[src/rtl/ram_arb_pkg.sv]
// ============================================================================
// ram_arb_pkg : shared types and helpers for the two-master RAM port arbiter
// Rev 1.0 - initial release
// ============================================================================
`default_nettype none

package ram_arb_pkg;

  typedef enum logic {
    MST_M0 = 1'b0,
    MST_M1 = 1'b1
  } mst_id_e;

  typedef struct packed {
    logic    valid;
    mst_id_e id;
    logic    is_read;
    logic    err;
  } rsp_tag_t;

  function automatic int unsigned ram_depth(input int unsigned word_bytes,
                                            input int unsigned size_kb);
    return (size_kb * 1024) / word_bytes;
  endfunction

endpackage

`default_nettype wire

[src/rtl/ram_arb_picker.sv]
// ============================================================================
// ram_arb_picker : one-hot grant from two requests (round-robin when
// RAM_ARB_ROUND_ROBIN_EN is defined, fixed m0 priority otherwise)
// Rev 1.0 - initial release
// ============================================================================
`default_nettype none

module ram_arb_picker
  import ram_arb_pkg::*;
(
  input  logic [1:0] req_i,
  input  mst_id_e    ptr_i,
  output logic [1:0] gnt_o
);

`ifdef RAM_ARB_ROUND_ROBIN_EN
  // ptr_i names the master that wins the next contention
  always_comb begin
    gnt_o = req_i;
    if (req_i == 2'b11) begin
      gnt_o = (ptr_i == MST_M0) ? 2'b01 : 2'b10;
    end
  end
`else
  logic unused_ptr;
  assign unused_ptr = ptr_i;

  always_comb begin
    gnt_o = {req_i[1] & ~req_i[0], req_i[0]};
  end
`endif

endmodule

`default_nettype wire

[src/rtl/ram_port_arbiter.sv]
// ============================================================================
// ram_port_arbiter : shares a single-port RAM between two masters and routes
// the one-cycle-late read response. Option macro: RAM_ARB_ROUND_ROBIN_EN
// Rev 1.0 - initial release
// ============================================================================
`default_nettype none

module ram_port_arbiter
  import ram_arb_pkg::*;
#(
  parameter int WORD_SIZE_BYTE = 4,
  parameter int SIZE_IN_KB     = 8,
  parameter int ADDR_W         = $clog2(SIZE_IN_KB * 1024 / WORD_SIZE_BYTE) + 1
) (
  input  logic                        clk_i,
  input  logic                        rst_i,

  input  logic                        m0_req_i,
  input  logic [WORD_SIZE_BYTE-1:0]   m0_we_i,
  input  logic [ADDR_W-1:0]           m0_addr_i,
  input  logic [8*WORD_SIZE_BYTE-1:0] m0_wdata_i,
  output logic                        m0_gnt_o,
  output logic                        m0_rvalid_o,
  output logic                        m0_err_o,
  output logic [8*WORD_SIZE_BYTE-1:0] m0_rdata_o,

  input  logic                        m1_req_i,
  input  logic [WORD_SIZE_BYTE-1:0]   m1_we_i,
  input  logic [ADDR_W-1:0]           m1_addr_i,
  input  logic [8*WORD_SIZE_BYTE-1:0] m1_wdata_i,
  output logic                        m1_gnt_o,
  output logic                        m1_rvalid_o,
  output logic                        m1_err_o,
  output logic [8*WORD_SIZE_BYTE-1:0] m1_rdata_o,

  output logic                        mem_en_o,
  output logic [WORD_SIZE_BYTE-1:0]   mem_we_o,
  output logic [ADDR_W-1:0]           mem_addr_o,
  output logic [8*WORD_SIZE_BYTE-1:0] mem_wdata_o,
  input  logic [8*WORD_SIZE_BYTE-1:0] mem_rdata_i
);

  localparam int unsigned    DEPTH   = ram_depth(WORD_SIZE_BYTE, SIZE_IN_KB);
  localparam logic [ADDR_W:0] DEPTH_W = (ADDR_W + 1)'(DEPTH);

  logic [1:0]                  req;
  logic [1:0]                  gnt;
  logic                        any_gnt;
  logic                        in_range;
  logic [WORD_SIZE_BYTE-1:0]   sel_we;
  logic [ADDR_W-1:0]           sel_addr;
  logic [8*WORD_SIZE_BYTE-1:0] sel_wdata;
  mst_id_e                     ptr;
  rsp_tag_t                    rsp_d, rsp_q;
  logic                        rsp_live;

  // reset blocks all grants combinationally
  assign req = {m1_req_i, m0_req_i} & {2{~rst_i}};

  ram_arb_picker u_picker (
    .req_i (req),
    .ptr_i (ptr),
    .gnt_o (gnt)
  );

`ifdef RAM_ARB_ROUND_ROBIN_EN
  mst_id_e ptr_d, ptr_q;

  always_comb begin
    ptr_d = ptr_q;
    if (gnt[0]) begin
      ptr_d = MST_M1;
    end else if (gnt[1]) begin
      ptr_d = MST_M0;
    end
  end

  always_ff @(posedge clk_i) begin
    if (rst_i) begin
      ptr_q <= MST_M0;
    end else begin
      ptr_q <= ptr_d;
    end
  end

  assign ptr = ptr_q;
`else
  assign ptr = MST_M0;
`endif

  assign any_gnt  = |gnt;
  assign m0_gnt_o = gnt[0];
  assign m1_gnt_o = gnt[1];

  always_comb begin
    sel_we    = m0_we_i;
    sel_addr  = m0_addr_i;
    sel_wdata = m0_wdata_i;
    if (gnt[1]) begin
      sel_we    = m1_we_i;
      sel_addr  = m1_addr_i;
      sel_wdata = m1_wdata_i;
    end
  end

  assign in_range    = ({1'b0, sel_addr} < DEPTH_W);
  assign mem_en_o    = any_gnt & in_range;
  assign mem_we_o    = mem_en_o ? sel_we : '0;
  assign mem_addr_o  = any_gnt ? sel_addr : '0;
  assign mem_wdata_o = any_gnt ? sel_wdata : '0;

  always_comb begin
    rsp_d = '0;
    if (any_gnt) begin
      rsp_d.valid   = 1'b1;
      rsp_d.id      = gnt[1] ? MST_M1 : MST_M0;
      rsp_d.is_read = ~|sel_we;
      rsp_d.err     = ~in_range;
    end
  end

  always_ff @(posedge clk_i) begin
    if (rst_i) begin
      rsp_q <= '0;
    end else begin
      rsp_q <= rsp_d;
    end
  end

  // a response loaded just before reset must not leak out while reset is high
  assign rsp_live    = rsp_q.valid & ~rst_i;
  assign m0_rvalid_o = rsp_live & (rsp_q.id == MST_M0) & rsp_q.is_read;
  assign m1_rvalid_o = rsp_live & (rsp_q.id == MST_M1) & rsp_q.is_read;
  assign m0_err_o    = rsp_live & (rsp_q.id == MST_M0) & rsp_q.err;
  assign m1_err_o    = rsp_live & (rsp_q.id == MST_M1) & rsp_q.err;
  assign m0_rdata_o  = (m0_rvalid_o & ~m0_err_o) ? mem_rdata_i : '0;
  assign m1_rdata_o  = (m1_rvalid_o & ~m1_err_o) ? mem_rdata_i : '0;

endmodule

`default_nettype wire

[config.mk]
export PLATFORM = sky130hd
export DESIGN_NAME = ram_port_arbiter
export DESIGN_NICKNAME = d
export VERILOG_FILES = /design/src/rtl/ram_arb_pkg.sv /design/src/rtl/ram_arb_picker.sv /design/src/rtl/ram_port_arbiter.sv
export SDC_FILE = /design/constraint.sdc
export NUM_CORES = 1
export LEC_CHECK = 0
export CAP_MARGIN = 20
export CORE_AREA = 10 10 93 95
export DETAILED_ROUTE_END_ITERATION = 12
export DIE_AREA = 0 0 103 105
export GPL_ROUTABILITY_DRIVEN = 0
export GPL_TIMING_DRIVEN = 0
export PLACE_DENSITY = 0.83
export RECOVER_POWER = 100
export SYNTH_ARGS = -nofsm -noshare
export SYNTH_HDL_FRONTEND = slang
export SYNTH_SLANG_ARGS = --single-unit
export TNS_END_PERCENT = 10
[constraint.sdc]
create_clock -name clk_i -period 1.3 [get_ports clk_i]
set_input_delay 0.13 -clock clk_i [delete_from_list [all_inputs] [get_ports clk_i]]
set_output_delay 0.13 -clock clk_i [all_outputs]
set_load 0.1 [all_outputs]
==> run metrics, run 1 <==
status=complete, but fails checks; failing checks=negative setup slack; pin count of the biggest net entering global routing=11; Worst Hold Class=primary input to register; post-route insts no fill=roughly 610; Fmax=around 550 MHz; Die Area=~0.011 mm^2; Vias=3210; dpl hpwl=9.96 mm; Max Slew Vio Count=0; Initial Util=a little under a quarter; Adder-Cell Fraction of Synth Area=0%; post-DR wirelength/cell=~27 um; biggest registers after layout=rsp_q x4; synthesized area per cell=roughly 6.0 um^2; post-placement cell count=586; max reg flops=4; sequential cell area fraction in the yosys report=under 10%; NetSw=1.21 mW; post-synth net total=~390; min Tclk post-route=1.80 ns; xor-xnor portion of the synthesized cell area=0%; layout cell share with drive strength beyond 1=54.5%; cells after synthesis=about 260; Die X-Extent=approximately 100 um; Synth Cell Area=approximately 0.0015 mm^2; switching share of power=approximately half; GRT Total Usage=a little under a quarter; H-tree level count=1; CP startpoint kind=register; first-pass GRT wire length=20.0 mm; port bufs=249; post-synth top area share=between 20% and 30%; area growth from synthesis to layout=288%; Num Clock Sinks=4; cell accounting for the most synthesized area=and2_1; # fillers=289; endpoints failing setup=about 120; Clock Path Buffers=2; initial antenna violation count=2; vias in the first global route=~3300; multi-input logic area=between 0.0015 and 0.002 mm^2; Power Density=slightly below 400 mW/mm^2; vias per std cell=between 5 and 6; Arr. time, crit path=between 1.5 and 2 ns; Compound-Gate Fraction of Synth Area=14.7%; Sequential Power Share=6.1%; Gate power share=81.9%; Slew @ Worst Pin=between 0.9 and 1 ns; dpl ws=-1.72 ns; CP max stage delay=approximately 0.36 ns; Clk network pwr share=between 10% and 20%; multiplexer share of the synthesized area=under 10%; Final ANT Viol Nets=0; Yosys cell types=26; core area=just under 0.007 mm^2; Ys Warns=0; Worst EP required=roughly 1.2 ns; WL final=about 17 mm; Area contributors post-synth=and2_1 (26%), nand3b_1 (21%), a21oi_1 (14%); grt total ovfl=0; max cap viols=0; Lkg Pwr=~2.4 nW; # IOs=251; CP Capture Type=output pin; Largest Register=rsp_q; FF+latch count, synth=4; CP Class=register to output pin; Critical Path, Cell by Cell=nand3b_4 > nor3b_4 > buf_6 > buf_8 > and2_4 > buf_12; Clock Tree Root=clkbuf_8; Power Internal=between 1 and 1.5 mW; iteration-0 DRC count of the detailed router=between 150 and 200; peak supply drop=between 0.0003 and 0.0004 V; RSZ-0062 raised after global routing=yes; clock-pin transition on the worst setup and hold timing paths=0.04 ns; Num CTS Buffers=3; Synth Area in Simple Gates=approximately 69%; DRC=0; register area=86.3 um^2; Tcrit/Tclk final=139%; TritonRoute pass-1 iters=4; critical-path cell with the highest stage delay=dfxtp_2; final hold vios=0; row count=30; Crit path max-delay family=simple AND/OR/NAND/NOR gates; Worst slew margin=34.3%; CTS tree=built; Crit Path Max Fanout=5; post-route setup slack=-0.503 ns; largest family of logic cells by synthesized area=simple AND/OR/NAND/NOR gates; Setup TNS=-36.63 ns; die height=around 110 um; critical path buffer and inverter count=3; NumNets Final=about 670
## layer usage
layer  part of all wire [%]  up-vias  track usage [%]  wire length (um)
li1                       -     1408                -                 -
met3                     12       40             9.88              2050
met2                     51      238             45.8              8470
met1                     33     1524             21.9              5530
met4                    3.5        0             7.55               590
met5                      0        -                0                 0
## through the flow
step	hold WS, ns	total power [mW]	utilization [%]	instance area, um^2
2_1_floorplan	0.357	1.08	-	1700
3_3_place_gp	0.518	1.70	63.5	4290
3_5_place_dp	0.514	1.72	63.5	4290
4_1_cts	0.288	2.13	81.1	5480
5_1_grt	0.309	2.40	88.7	5990
6_report	0.299	2.34	88.7	5990
## cell families (layout without fill, tap and decap cells)
| group | after synthesis | in the layout |
|---|---|---|
| AO/OA/AOI/OAI | 45 | 45 |
| buffers and inverters | 28 | 303 |
| multiplexers | 5 | 5 |
| flip-flops | 4 | 4 |
| AND/OR/NAND/NOR | 175 | 175 |
| other | 0 | 2 |
## timing repair
action	4_1_cts	5_1_grt
setup buffers	14	5
setup endpoints to repair	123	118
hold buffers	0	0
resized for setup	1064	154
pin swaps	38	23
cloned	3	2
## power groups by stage
stage	registers [mW]	logic, mW	clock network [mW]
global placement	0.137	1.57	0
global route	0.141	1.97	0.292
floorplan	0.136	0.939	0
finish	0.142	1.91	0.282
detailed placement	0.138	1.58	0
CTS	0.139	1.73	0.262
## path summary, 6_finish.rpt
path / from / endpoint / slack, ns / cells past startpoint
max: rsp_q[3] / m1_rdata_o[17] / -0.50 / 6
min: rst_i / rsp_q[1] / 0.30 / 3
## cell usage after synthesis, drive strengths merged
library cell  number
dfxtp              4
clkbuf            21
nor3               3
nor3b              4
nor2b              3
nor2               8
inv                1
mux2i              5
buf                6
and2              64
nand2b             1
and4               1
nand2             44
a21oi             44
o21bai             1
or3b               1
nand3b            44
and3               2
## area by class of cell
cell class | count | area share, %
multi-input combinational | 225 | 30.5
inverter | 1 | 0.0626
timing repair buffer | 272 | 61.0
buffer | 27 | 4.55
antenna | 2 | 0.0835
clock buffer | 3 | 0.689
tap | 80 | 1.67
sequential | 4 | 1.44
## cell usage in the layout (no fill, tap or decap), types with 7 or more instances in the layout
cell | netlist | layout
a21oi_1 | 44 | 12
a21oi_2 | 0 | 25
a21oi_4 | 0 | 7
and2_4 | 0 | 62
buf_12 | 0 | 91
buf_4 | 2 | 14
buf_6 | 1 | 37
buf_8 | 0 | 13
clkbuf_8 | 0 | 7
clkdlybuf4s50_1 | 0 | 126
nand2_1 | 44 | 41
nand3b_1 | 43 | 43
(Power assumes the default switching activity.)
==> run 2: changes to the inputs <==
--- a/config.mk
+++ b/config.mk
@@ -13,7 +13,8 @@
 export GPL_TIMING_DRIVEN = 0
 export PLACE_DENSITY = 0.83
 export RECOVER_POWER = 100
+export SKIP_CTS_REPAIR_TIMING = 1
 export SYNTH_ARGS = -nofsm -noshare
 export SYNTH_HDL_FRONTEND = slang
 export SYNTH_SLANG_ARGS = --single-unit
-export TNS_END_PERCENT = 10
+export TNS_END_PERCENT = 1
==> run 2 against run 1 <==
Against the previous run:
- the run still ends with negative setup slack left
- die area unchanged
- worst setup slack improved by 0.090 ns
- cell count is 2.6% lower
- clock power down 7.8%
- flip-flop and latch count unchanged
- fmax is 5.3% higher
- non-clock buffer count shrank 18
- combinational power decreased by 7%
- worst hold slack lost 0.0026 ns
- sequential power is essentially flat
- routed wire length fell by 17%
- utilization down 8.4 points
==> run metrics, run 2 (same netlist as run 1, synthesis figures left out) <==
switching share of power=50.9% (was 51.7%); status=complete, but fails checks (unchanged); Gate power share=81.6% (was 81.9%); max cap viols=0 (unchanged); Vias=2960 (was 3210); CP startpoint kind=register (unchanged); Num CTS Buffers=3 (unchanged); Core Util, Final=80.3% (was 88.7%); Crit path max-delay family=simple AND/OR/NAND/NOR gates (unchanged); # IOs=251 (unchanged); Final ANT Viol Nets=0 (unchanged); RSZ-0062 raised after global routing=yes (unchanged); total power=2.17 mW (was 2.34 mW); CP Capture Type=output pin (unchanged); critical-path cell with the highest stage delay=dfxtp_2 (unchanged); die height=105 um (unchanged); min Tclk post-route=1.71 ns (was 1.80 ns); Worst EP required=1.17 ns (about the same); Worst slew margin=57.6% (was 34.3%); multi-input logic area=0.00163 mm^2 (was 0.00183 mm^2); critical path buffer and inverter count=2 (was 3); first-pass GRT wire length=15.9 mm (was 20.0 mm); final hold vios=0 (unchanged); # fillers=422 (was 289); core area=0.00676 mm^2 (unchanged); Slew @ Worst Pin=0.636 ns (was 0.985 ns); pin count of the biggest net entering global routing=11 (unchanged); Critical Path, Cell by Cell=nand3b_4 > nor3_4 > buf_2 > and2_1 > buf_6 (was nand3b_4 > nor3b_4 > buf_6 > buf_8 > and2_4 > buf_12); NumNets Final=648 (was 666); Lkg Pwr=2.21 nW (was 2.41 nW); DRC=0 (unchanged); Hold Path Origin=rst_i (unchanged); Fmax=584 MHz (was 555 MHz); vias per std cell=4.95 (was 5.23); post-route setup slack=-0.413 ns (was -0.503 ns); NetSw=1.10 mW (was 1.21 mW); port bufs=249 (unchanged); WL final=13.7 mm (was 16.6 mm); area growth from synthesis to layout=251% (was 288%); GRT Total Usage=18.4% (was 24.0%); Num Clock Sinks=4 (unchanged); Power Internal=1.06 mW (was 1.13 mW); biggest registers after layout=rsp_q x4 (unchanged); layout cell share with drive strength beyond 1=43.6% (was 54.5%); Clock Tree Root=clkbuf_8 (unchanged); vias in the first global route=2894 (was 3301); post-route insts no fill=598 (was 614); CP Class=register to output pin (unchanged); hold depth=3 (unchanged); Clock Path Buffers=2 (unchanged); Tcrit/Tclk final=132% (was 139%); iteration-0 DRC count of the detailed router=79 (was 198); most common cell after layout, fill and taps aside=clkdlybuf4s50_1 (unchanged); dpl hpwl=10.2 mm (was 9.96 mm); post-placement cell count=586 (unchanged); register area=83.8 um^2 (was 86.3 um^2); CTS tree=built (unchanged); Crit Path Max Fanout=10 (was 5); clock-pin transition on the worst setup and hold timing paths=0.03 ns (was 0.04 ns); peak supply drop=0.000399 V (was 0.000373 V); Max Slew Vio Count=0 (unchanged); Die X-Extent=103 um (unchanged); Sequential Power Share=6.4% (was 6.1%); row count=30 (unchanged); Die Area=0.0108 mm^2 (unchanged); Arr. time, crit path=1.58 ns (was 1.67 ns); endpoints failing setup=97 (was 119); post-DR wirelength/cell=23.0 um (was 27.1 um); Power Density=400 mW/mm^2 (was 390 mW/mm^2); Worst Hold Class=primary input to register (unchanged); commonest cells after routing, fill and taps aside=clkdlybuf4s50_1 (126), buf_12 (70), buf_6 (50) (was clkdlybuf4s50_1 (126), buf_12 (91), and2_4 (62)); Largest Register=rsp_q (unchanged); Clk network pwr share=12.0% (was 12.1%); grt total ovfl=0 (unchanged); failing checks=negative setup slack (unchanged); Initial Util=22.9% (unchanged); H-tree level count=1 (unchanged); CP max stage delay=0.34 ns (was 0.36 ns); TritonRoute pass-1 iters=4 (unchanged); Worst Hold End=rsp_q[1] (unchanged); initial antenna violation count=4 (was 2); max reg flops=4 (unchanged)
==> run 2: cell types whose count changed in the layout (fill, tap and decap cells not counted), moves of 7 or more <==
cell	delta
and2_4	-32
a21oi_1	+10
a21oi_4	-7
buf_12	-21
buf_6	+13
buf_4	-8
and2_1	+32
==> run 2: layer usage <==
metal / wire length, um / up-vias / global-route usage [%]
met5: 0 / - / 0
met1: 4410 / 1372 / 15.2
met3: 1800 / 22 / 10.2
li1: - / 1375 / -
met2: 7150 / 191 / 35.3
met4: 384 / 0 / 5.86
==> run 2: per-stage QoR <==
step	setup WS (ns)	setup TNS (ns)	hold slack [ns]	cell area (um^2)
CTS	-1.72	-171.00	0.303	4220
detailed placement	-1.71	-155.54	0.529	4180
floorplan	-1.14	-79.27	0.357	1590
global route	-0.515	-32.71	0.307	5420
finish	-0.413	-24.82	0.296	5420
global placement	-1.67	-152.72	0.533	4180
==> run 2: worst max path at each step <==
| stage | start | to | slack, ns | depth (start not counted) |
|---|---|---|---|---|
| 3_3_place_gp | m0_req_i | mem_addr_o[11] | -1.67 | 6 |
| 3_5_place_dp | m0_req_i | mem_addr_o[11] | -1.71 | 6 |
| 5_1_grt | rsp_q[1] | m0_rdata_o[14] | -0.51 | 5 |
| 2_1_floorplan | rst_i | mem_addr_o[11] | -1.14 | 4 |
| 6_report | rsp_q[3] | m0_rdata_o[17] | -0.41 | 5 |
| 4_1_cts | m0_req_i | mem_addr_o[11] | -1.72 | 6 |
==> run 2: final cells by class <==
type	instances	area share [%]
Multi-Input combinational cell	225	30.1
Inverter	1	0.0692
Antenna cell	4	0.185
Timing Repair Buffer	254	61.5
Buffer	27	3.99
Tap cell	80	1.85
Sequential cell	4	1.55
Clock buffer	3	0.761
==> run 2: power by group through the flow <==
stage / Sequential [mW] / Clock [mW] / Combinational [mW]
6_report: 0.139 / 0.260 / 1.77
5_1_grt: 0.140 / 0.279 / 1.83
4_1_cts: 0.136 / 0.264 / 1.55
3_5_place_dp: 0.137 / 0 / 1.55
3_3_place_gp: 0.137 / 0 / 1.53
2_1_floorplan: 0.136 / 0 / 0.902
==> run 3: changes to the inputs <==
==> constraint.sdc (replaced) <==
create_clock -name clk_i -period 1.8 [get_ports clk_i]
set_input_delay 0.36 -clock clk_i [delete_from_list [all_inputs] [get_ports clk_i]]
set_output_delay 0.36 -clock clk_i [all_outputs]
set_load 0.1 [all_outputs]
==> run 3 against run 2 <==
Against the previous run:
- largest power group unchanged
- total power is 28% lower
- clock power fell by 29%
- the flow still finishes with violations (negative setup slack)
- critical endpoint is now mem_wdata_o[27]
- routed wire length fell by 9.5%
==> run metrics, run 3 (same netlist as run 1, synthesis figures left out) <==
Max Slew Vio Count=0 (unchanged); core area=0.00676 mm^2 (unchanged); RSZ-0062 raised after global routing=yes (unchanged); Worst slew margin=59.8% (was 57.6%); CTS tree=built (unchanged); grt total ovfl=0 (unchanged); post-DR wirelength/cell=20.9 um (was 23.0 um); biggest registers after layout=rsp_q x4 (unchanged); commonest cells after routing, fill and taps aside=clkdlybuf4s50_1 (125), and2_1 (64), nand2_1 (44) (was clkdlybuf4s50_1 (126), buf_12 (70), buf_6 (50)); switching share of power=50.7% (was 50.9%); most common cell after layout, fill and taps aside=clkdlybuf4s50_1 (unchanged); Gate power share=81.7% (was 81.6%); Lkg Pwr=2.10 nW (was 2.21 nW); Power Density=306 mW/mm^2 (was 400 mW/mm^2); row count=30 (unchanged); Crit Path Max Fanout=10 (unchanged); port bufs=249 (unchanged); Post-DP Area=0.00418 mm^2 (unchanged); GRT Total Usage=18.4% (unchanged); Slew @ Worst Pin=0.603 ns (was 0.636 ns); iteration-0 DRC count of the detailed router=58 (was 79); Arr. time, crit path=1.59 ns (was 1.58 ns); multi-input logic area=0.00155 mm^2 (was 0.00163 mm^2); DRC=0 (unchanged); dpl hpwl=10.2 mm (unchanged); peak supply drop=0.000287 V (was 0.000399 V); H-tree level count=1 (unchanged); final hold vios=0 (unchanged); status=complete, but fails checks (unchanged); Clock Path Buffers=2 (unchanged); Tcrit/Tclk final=108%; vias in the first global route=2894 (unchanged); CP max stage delay=0.35 ns (was 0.34 ns); Worst EP required=1.44 ns (was 1.17 ns); failing checks=negative setup slack (unchanged); layout cell share with drive strength beyond 1=36.5% (was 43.6%); Fmax=512 MHz; NumNets Final=644 (was 648); post-route insts no fill=595 (was 598); CP Capture Type=output pin (unchanged); # IOs=251 (unchanged); register area=80.1 um^2 (was 83.8 um^2); Clk network pwr share=11.9% (was 12.0%); Sequential Power Share=6.4% (about the same); Die Area=0.0108 mm^2 (unchanged); Num Clock Sinks=4 (unchanged); Core Util, Final=75.1% (was 80.3%); crit path from=m0_req_i (was rsp_q[3]); die height=105 um (unchanged); TritonRoute pass-1 iters=4 (unchanged); Num CTS Buffers=3 (unchanged); Power Internal=0.767 mW (was 1.06 mW); Worst Hold Class=primary input to register (unchanged); Setup TNS=-6.45 ns (was -24.82 ns); Die X-Extent=103 um (unchanged); CP startpoint kind=primary input (was register); CP Class=primary input to output pin (was register to output pin); Vias=2832 (was 2960); post-route setup slack=-0.152 ns (was -0.413 ns); endpoints failing setup=75 (was 97); max reg flops=4 (unchanged); Initial Util=22.9% (unchanged); # fillers=484 (was 422); initial antenna violation count=5 (was 4); NetSw=0.788 mW (was 1.10 mW); clock-pin transition on the worst setup and hold timing paths=0.03 ns (about the same); CP endpoint=mem_wdata_o[27] (was m0_rdata_o[17]); Final ANT Viol Nets=0 (unchanged); vias per std cell=4.76 (was 4.95); Critical Path, Cell by Cell=clkbuf_4 > buf_8 > clkbuf_1 > nand2_1 > a21oi_2 > buf_12 (was nand3b_4 > nor3_4 > buf_2 > and2_1 > buf_6); Clock Tree Root=clkbuf_8 (unchanged); post-placement cell count=586 (unchanged); final instance area=0.00507 mm^2 (was 0.00542 mm^2); pin count of the biggest net entering global routing=11 (unchanged); WL final=12.4 mm (was 13.7 mm); area growth from synthesis to layout=229% (was 251%); first-pass GRT wire length=15.9 mm (unchanged); max cap viols=0 (unchanged); critical-path cell with the highest stage delay=clkbuf_1 (was dfxtp_2); Largest Register=rsp_q (unchanged); min Tclk post-route=1.95 ns
## run 3: changes by cell type in the layout (fill, tap and decap cells not counted), moves of 8 or more
cell | previous run | this run
and2_1 | 34 | 64
buf_12 | 70 | 39
buf_6 | 50 | 42
buf_8 | 11 | 37
and2_4 | 30 | 0
## run 3: worst min path at each step
stage	cells after the start	startpoint	slack, ns	end
after floorplan	2	m1_addr_i[11]	0.59	rsp_q[0]
after CTS	3	rst_i	0.53	rsp_q[1]
after global placement	3	rst_i	0.76	rsp_q[1]
final	3	rst_i	0.55	rsp_q[1]
after detailed placement	3	rst_i	0.76	rsp_q[1]
after global routing	3	rst_i	0.55	rsp_q[1]
## run 3: power groups by stage
| stage | clock network, mW | logic, mW | registers, mW |
|---|---|---|---|
| final | 0.185 | 1.27 | 0.0993 |
| after CTS | 0.191 | 1.12 | 0.0980 |
| after global routing | 0.202 | 1.32 | 0.100 |
| after global placement | 0 | 1.11 | 0.0990 |
| after detailed placement | 0 | 1.12 | 0.0992 |
| after floorplan | 0 | 0.652 | 0.0985 |
## run 3: routing by layer
layer | vias to the layer above | global-route usage [%] | share of wire [%]
li1 | 1369 | - | -
met1 | 1273 | 15.2 | 32
met2 | 174 | 35.3 | 52
met3 | 16 | 10.2 | 13
met4 | 0 | 5.86 | 2.5
met5 | - | 0 | 0
## run 3: metrics by stage
stage / power [mW] / hold WS [ns] / worst slack, ns
3_5_place_dp: 1.22 / 0.759 / -1.67
6_report: 1.55 / 0.546 / -0.152
5_1_grt: 1.62 / 0.555 / -0.249
4_1_cts: 1.41 / 0.533 / -1.68
3_3_place_gp: 1.21 / 0.763 / -1.63
2_1_floorplan: 0.750 / 0.587 / -1.10
## run 3: worst max-delay path: cells and delay by family
kind                   cells  cell delay [ns]
AND/OR/NAND/NOR            1             0.14
buffers and inverters      4             0.86
AO/OA/AOI/OAI              1             0.22
## run 3: area by class of cell
type	instances	share of cell area (%)
diodes	5	0.247
plain buffers	27	3.92
clock buffers	3	0.814
inverters	1	0.0740
multi-input cells	225	30.6
flip-flops and latches	4	1.58
well taps	80	1.97
repair buffers	250	60.8
